==> src/rtl/ghash_core.sv <==
`default_nettype none
// ============================================================================
//  Module   : ghash_core
//  Purpose  : GHASH accumulator for AES-GCM. Each accepted block X_i updates
//             Y <= (Y ^ X_i) * H in GF(2^128) using a bit-serial (or 4-bit
//             digit-serial) shift-and-add multiplier.
//  Build    : define GHASH_DIGIT4_EN for 4 bits/cycle (32-cycle multiply);
//             default is 1 bit/cycle (128-cycle multiply). y_out is
//             bit-identical in both builds.
//  Ports    : clk, rst_n (async, active-low)
//             h_in/h_valid    - hash subkey load strobe
//             blk_in/blk_valid/blk_ready - block handshake
//             clear           - restart hash (Y <= 0)
//             y_out, done     - accumulator and single-cycle update pulse
//             h_loaded, busy  - status
//  Revision : 1.0 - initial release
// ============================================================================
module ghash_core (
    input  logic         clk,
    input  logic         rst_n,
    input  logic [127:0] h_in,
    input  logic         h_valid,
    input  logic [127:0] blk_in,
    input  logic         blk_valid,
    output logic         blk_ready,
    input  logic         clear,
    output logic [127:0] y_out,
    output logic         done,
    output logic         h_loaded,
    output logic         busy
);

`ifdef GHASH_DIGIT4_EN
    localparam int unsigned C_DIGIT = 4;
    localparam int unsigned C_CNT_W = 5;
`else
    localparam int unsigned C_DIGIT = 1;
    localparam int unsigned C_CNT_W = 7;
`endif

    // Reduction constant for x^128 + x^7 + x^2 + x + 1 in reflected bit order.
    localparam logic [127:0] C_R = {8'hE1, 120'd0};

    typedef enum logic [0:0] {
        ST_IDLE = 1'b0,
        ST_MULT = 1'b1
    } state_t;

    state_t               state_q, state_d;
    logic [127:0]         h_q, h_d;
    logic [127:0]         hp_q, hp_d;
    logic                 h_pend_q, h_pend_d;
    logic                 h_loaded_q, h_loaded_d;
    logic [127:0]         y_q, y_d;
    logic [127:0]         x_q, x_d;
    logic [127:0]         z_q, z_d;
    logic [127:0]         v_q, v_d;
    logic [C_CNT_W-1:0]   cnt_q, cnt_d;
    logic                 done_q, done_d;

    logic [127:0]         m_x, m_z, m_v;
    logic                 accept;

    // One multiplier step of C_DIGIT bits. X is consumed MSB-first by
    // shifting it left, so bit 127 is always the next coefficient.
    always_comb begin
        m_x = x_q;
        m_z = z_q;
        m_v = v_q;
        for (int i = 0; i < C_DIGIT; i++) begin
            if (m_x[127]) begin
                m_z = m_z ^ m_v;
            end
            m_v = m_v[0] ? ((m_v >> 1) ^ C_R) : (m_v >> 1);
            m_x = m_x << 1;
        end
    end

    // A pending or arriving H and a clear must all settle before a new block.
    assign blk_ready = (state_q == ST_IDLE) && h_loaded_q && !clear
                       && !h_valid && !h_pend_q;
    assign accept    = blk_ready && blk_valid;

    always_comb begin
        state_d    = state_q;
        h_d        = h_q;
        hp_d       = hp_q;
        h_pend_d   = h_pend_q;
        h_loaded_d = h_loaded_q;
        y_d        = y_q;
        x_d        = x_q;
        z_d        = z_q;
        v_d        = v_q;
        cnt_d      = cnt_q;
        done_d     = 1'b0;

        case (state_q)
            ST_IDLE: begin
                if (h_valid) begin
                    h_d        = h_in;
                    y_d        = '0;
                    h_loaded_d = 1'b1;
                    h_pend_d   = 1'b0;
                end else if (h_pend_q) begin
                    // Deferred key change lands one edge after done so the
                    // done-cycle result stays visible.
                    h_d      = hp_q;
                    y_d      = '0;
                    h_pend_d = 1'b0;
                end
                if (clear) begin
                    y_d = '0;
                end
                if (accept) begin
                    x_d     = y_q ^ blk_in;
                    z_d     = '0;
                    v_d     = h_q;
                    cnt_d   = '0;
                    state_d = ST_MULT;
                end
            end
            ST_MULT: begin
                if (clear) begin
                    state_d = ST_IDLE;
                    y_d     = '0;
                    if (h_valid) begin
                        h_d        = h_in;
                        h_loaded_d = 1'b1;
                        h_pend_d   = 1'b0;
                    end
                end else begin
                    if (h_valid) begin
                        hp_d     = h_in;
                        h_pend_d = 1'b1;
                    end
                    x_d   = m_x;
                    z_d   = m_z;
                    v_d   = m_v;
                    cnt_d = cnt_q + 1'b1;
                    if (cnt_q == {C_CNT_W{1'b1}}) begin
                        y_d     = m_z;
                        done_d  = 1'b1;
                        state_d = ST_IDLE;
                    end
                end
            end
            default: begin
                state_d = ST_IDLE;
            end
        endcase
    end

    always_ff @(posedge clk or negedge rst_n) begin
        if (!rst_n) begin
            state_q    <= ST_IDLE;
            h_q        <= '0;
            hp_q       <= '0;
            h_pend_q   <= 1'b0;
            h_loaded_q <= 1'b0;
            y_q        <= '0;
            x_q        <= '0;
            z_q        <= '0;
            v_q        <= '0;
            cnt_q      <= '0;
            done_q     <= 1'b0;
        end else begin
            state_q    <= state_d;
            h_q        <= h_d;
            hp_q       <= hp_d;
            h_pend_q   <= h_pend_d;
            h_loaded_q <= h_loaded_d;
            y_q        <= y_d;
            x_q        <= x_d;
            z_q        <= z_d;
            v_q        <= v_d;
            cnt_q      <= cnt_d;
            done_q     <= done_d;
        end
    end

    assign y_out    = y_q;
    assign done     = done_q;
    assign h_loaded = h_loaded_q;
    assign busy     = (state_q == ST_MULT);

endmodule
`default_nettype wire

==> config.mk <==
export PLATFORM = sky130hd
export DESIGN_NAME = ghash_core
export DESIGN_NICKNAME = d
export VERILOG_FILES = /design/src/rtl/ghash_core.sv
export SDC_FILE = /design/constraint.sdc
export NUM_CORES = 1
export LEC_CHECK = 0
export ABC_AREA = 1
export CAP_MARGIN = 40
export CORE_MARGIN = 10
export CORE_UTILIZATION = 40
export DETAILED_ROUTE_END_ITERATION = 12
export PLACE_DENSITY_LB_ADDON = 0.08
export SLEW_MARGIN = 10
export SYNTH_ARGS = -nofsm -noshare
export SYNTH_HDL_FRONTEND = slang
export SYNTH_SLANG_ARGS = --single-unit
export TNS_END_PERCENT = 50
==> constraint.sdc <==
create_clock -name clk -period 3.5 [get_ports clk]
set_input_delay 0.7 -clock clk [delete_from_list [all_inputs] [get_ports clk]]
set_output_delay 0.7 -clock clk [all_outputs]
set_load 0.02 [all_outputs]
Yosys cells after proc, flatten, opt, wreduce, memory -nomap -nowiden
Cells that the tools add are included.
- $add $sub $neg: 1
- eq/ne operators: 8
- multiplexer cells: 39
- bitwise logic cells: 5
- reductions and logical operators: 12
- operators by type and width (cell ; count):
    2-to-1 mux 128 bit ; 17
    case mux 128 bit (2 select lines) ; 5
    XOR 128 bit ; 2
    2-to-1 mux 7 bit ; 2
    case mux 7 bit (2 select lines) ; 1
    2-to-1 mux 1 bit ; 11
    inequality test 2 bit (second input constant) ; 4
    adder 7 x 1 -> 7 bit (second input constant) ; 1
    == test 7 bit (second input constant) ; 1
    case mux 1 bit (2 select lines) ; 3
    AND reduction 3 bit ; 2
    logical AND 1 bit ; 5
    inequality test 4 bit (second input constant) ; 1
    inverter 3 -> 4 bit ; 1
    AND reduction 2 bit ; 2
    logical NOT 1 bit ; 3
    inequality test 3 x 2 -> 1 bit (second input constant) ; 1
    inequality test 3 bit (second input constant) ; 1
    inverter 1 bit ; 2
- register bits: 779
- bits of input ports: 261
- output and inout bits: 132
- word-level logic and storage cells: 76

Logic depth before layout (Yosys ltp)
- depth after elaboration: 8
- gate-level depth with buffers: 10
- mapped depth without buffers: 8

Least setup slack after synthesis
OpenSTA, ideal clock, no wires.
- path kind: input to output
- start: input clear
- end: output blk_ready
- arrival: 1.691 ns
- required time: 2.800 ns
- setup slack: 1.109 ns
- cell stages on the path: 5
- buffers on the path: 2
- cells stage by stage: nor2_1 -> nand2_1 -> clkbuf_1 -> buf_2 -> nor2_1
- cells in the longest elaborated chain, start to end: 4
- ends and longest elaborated chain (what ; RTL line ; RTL):
    start: declaration ; 26 ; input logic clear,
    logical NOT 1 bit ; 80 ; assign blk_ready = (state_q == ST_IDLE) && h_loaded_q && !clear
    logical AND 1 bit ; 80 ;
    logical AND 1 bit (2 in series) ; 81 ; && !h_valid && !h_pend_q;
    end: declaration ; 25 ; output logic blk_ready,
No other way between the ends.

Final worst setup path
- start: register state_q (netlist: busy)
- end: output blk_ready
- cells in the longest elaborated chain, start to end: 5
- ends and longest elaborated chain (what ; RTL line ; RTL):
    start: declaration ; 49 ; state_t state_q, state_d;
    start signal: assignment ; 167 ; state_q <= state_d;
    inverter 1 bit ; -- ;
    logical AND 1 bit (2 in series) ; 80 ;
    logical AND 1 bit (2 in series) ; 81 ;
No other way between the ends.

==> results.toml <==
[yosys]
syn_nets = 5145
syn-cell-area_um2 = 37300
synth_area_leaders = "dfrtp_1, nand2_1, o21ai_0, nand3_1, inv_1"
yosysUniqueCellTypes = 24
synthFlopType = "dfrtp_1"
synth_seq_cells = 779
synth_edf_count = 0
synth_commonest_cells = "nand2_1, dfrtp_1, o21ai_0"
synth.most_common_cell = "nand2_1"
synth_top_area_share_pct = 52.26
synth_cells = 4883
synth_top_area_cell = "dfrtp_1"
async_reset_ff_share_pct = 100.0
ys_seq_area_share_pct = 52.26
yosys_warnings = 0
avgSynthCellArea_um2 = 7.638

[clocking]
cts_resized = 0
cts_buffers = 90
clockBufferDepth = 3
holdBufCountCts = 0
clk_pin_slew_ns = 0.06
cts.sinks = 779
cts_tree = "yes"
ctsRootBufferMaster = "clkbuf_16"
cts_setup_buffers = 0
insertion_delay_ns = 0.63
htree_levels = 3

[status]
status = "finished, final reports clean"

[worst_setup_path]
regToRegSetupSlack_ns = 1.11
r2r_start = "busy"
worstPathRequired_ns = 2.80
worstPathArrival_ns = 2.41
critPathMaxFanout = 15
r2r_cells = 7
rr_endpoint = "y_out[106]"
cp-start-kind = "flop"
path_class = "flop to output port"
end_kind = "output port"

[place]
placed_area_um2 = 42480
hpwl_um = 69450
port_buffers = 392
place_inst = 6272
post-place-ws_ns = 0.4643
globalplace.congestion = 0.7833

[sta]
setup_slack_ns = 0.3854
tns_ns = 0
whs_ns = 0.1219
fin_crit_sh_pct = 88.99
hold_violations = 0
slew_headroom_pct = 39.44
worst_pin_slew_ns = 0.9084
finClkSkew_ns = 0.02280
min_period_ns = 3.115
setup_viol = 0
max_freq_ghz = 0.3211
grt_setup_unrepaired = "false"
final-max-slew-violation-count = 0

[grt]
grt_use_total_pct = 20.18
overflow = 0
grt_pass1_vias = 30730
grt_max_degree = 149
grt_pass1_wl_um = 177000
antenna_found_initial = 13

[detailed_routing]
drtIter0Drc = 2519
totalWireLength_um = 107800
drc = 0
drtAntennaViolNets = 0
drt-pass1-iter-count = 7
num_vias = 32290
wl_per_cell_um = 16.73
routed_via_density = 5.014

[power_and_ir_drop]
seqPwrFrac_pct = 45.9
total_leakage_power_nw = 21.21
power_switching_mw = 8.358
total_power_mw = 26.91
ir_drop_mv = 0.4319
p_sw_share_pct = 31.06
powerDensity_nw_per_um2 = 592.6
p_clk_share_pct = 34.6
internal-power_mw = 18.55
pwr-share-comb_pct = 19.5

[final_layout]
nets = 5383
instances_no_fill = 6440
area_growth_pct = 21.75
final_area_um2 = 45410
drive_gt1_share_pct = 4.524
fill_cells = 9069
final_core_util_pct = 49.32

[floorplan]
rows = 111
pin_count = 393
dieArea_um2 = 105900
die_h_um = 325.4
die_w_um = 325.4
start_util_pct = 40.51
core_um2 = 92080

[flow_run]
drv_cap = 0

[min_path]
hold_class = "input port to asynchronous set/reset pin"
cells by family after synthesis:
| family | count (synthesis) | share of synthesized area (%) |
|---|---|---|
| buf+inv | 724 | 7.907 |
| compound gates | 1038 | 14.37 |
| fa+ha+maj | 1 | 0.03354 |
| xor+xnor | 1 | 0.02349 |
| simple gates | 2340 | 25.40 |
| flops | 779 | 52.26 |
worst max path at each step:
stage,from,to,slack (ns),cells after the start
final,busy,blk_ready,0.39,4
after global routing,busy,blk_ready,0.26,4
after CTS,busy,blk_ready,0.32,4
after detailed placement,h_valid,blk_ready,0.46,5
after global placement,h_valid,blk_ready,0.50,5
after floorplan,clear,blk_ready,1.11,5
critical path, cell delays in order (launching register included):
cell             delay, ns
dfrtp_4               0.62
nor2_4                0.29
nand2_4               0.09
nor2_1                0.14
clkdlybuf4s50_1       0.64
flip-flops by register name, indices dropped and copies added (netlist names):
register / flops
h_loaded: 1
done: 1
cnt_q: 7
h_q: 128
hp_q: 128
h_pend_q: 1
busy: 1
x_q: 128
z_q: 128
y_out: 128
v_q: 128
power by group through the flow:
stage	registers (mW)	clock network, mW	logic, mW
final	12.3	9.30	5.25
after global routing	12.6	9.96	6.15
after CTS	12.3	9.56	5.33
after detailed placement	12.5	0	5.29
after global placement	12.4	0	5.17
after floorplan	12.1	0	3.64
routing by layer:
layer	track usage, %	part of all wire, %	up-vias
met4	4.678	2.0	12
met5	0	0.074	-
met3	3.691	5.1	131
met1	29.02	48	15150
met2	31.18	44	708
li1	-	-	16290
layout by cell type (no fill, tap or decap), drive strengths merged, types with 18 or more instances in the layout:
master	instances
dfrtp	779
nor2	328
nand2	1492
clkbuf	141
clkinv	18
buf	81
nand3	519
inv	400
o21ai	721
a21oi	190
o22ai	126
clkdlybuf4s50	391
final cells by class:
type | instances | area (um2) | area share [%]
timing repair buffer | 472 | 5012 | 11.04
sequential | 779 | 19500 | 42.94
multi-input combinational | 3380 | 14910 | 32.83
inverter | 398 | 1506 | 3.317
antenna | 3 | 7.507 | 0.01653
clock buffer | 141 | 2738 | 6.029
clock inverter | 24 | 182.7 | 0.4023
tap | 1243 | 1555 | 3.425
No activity file was read; power rests on OpenSTA's default activity.
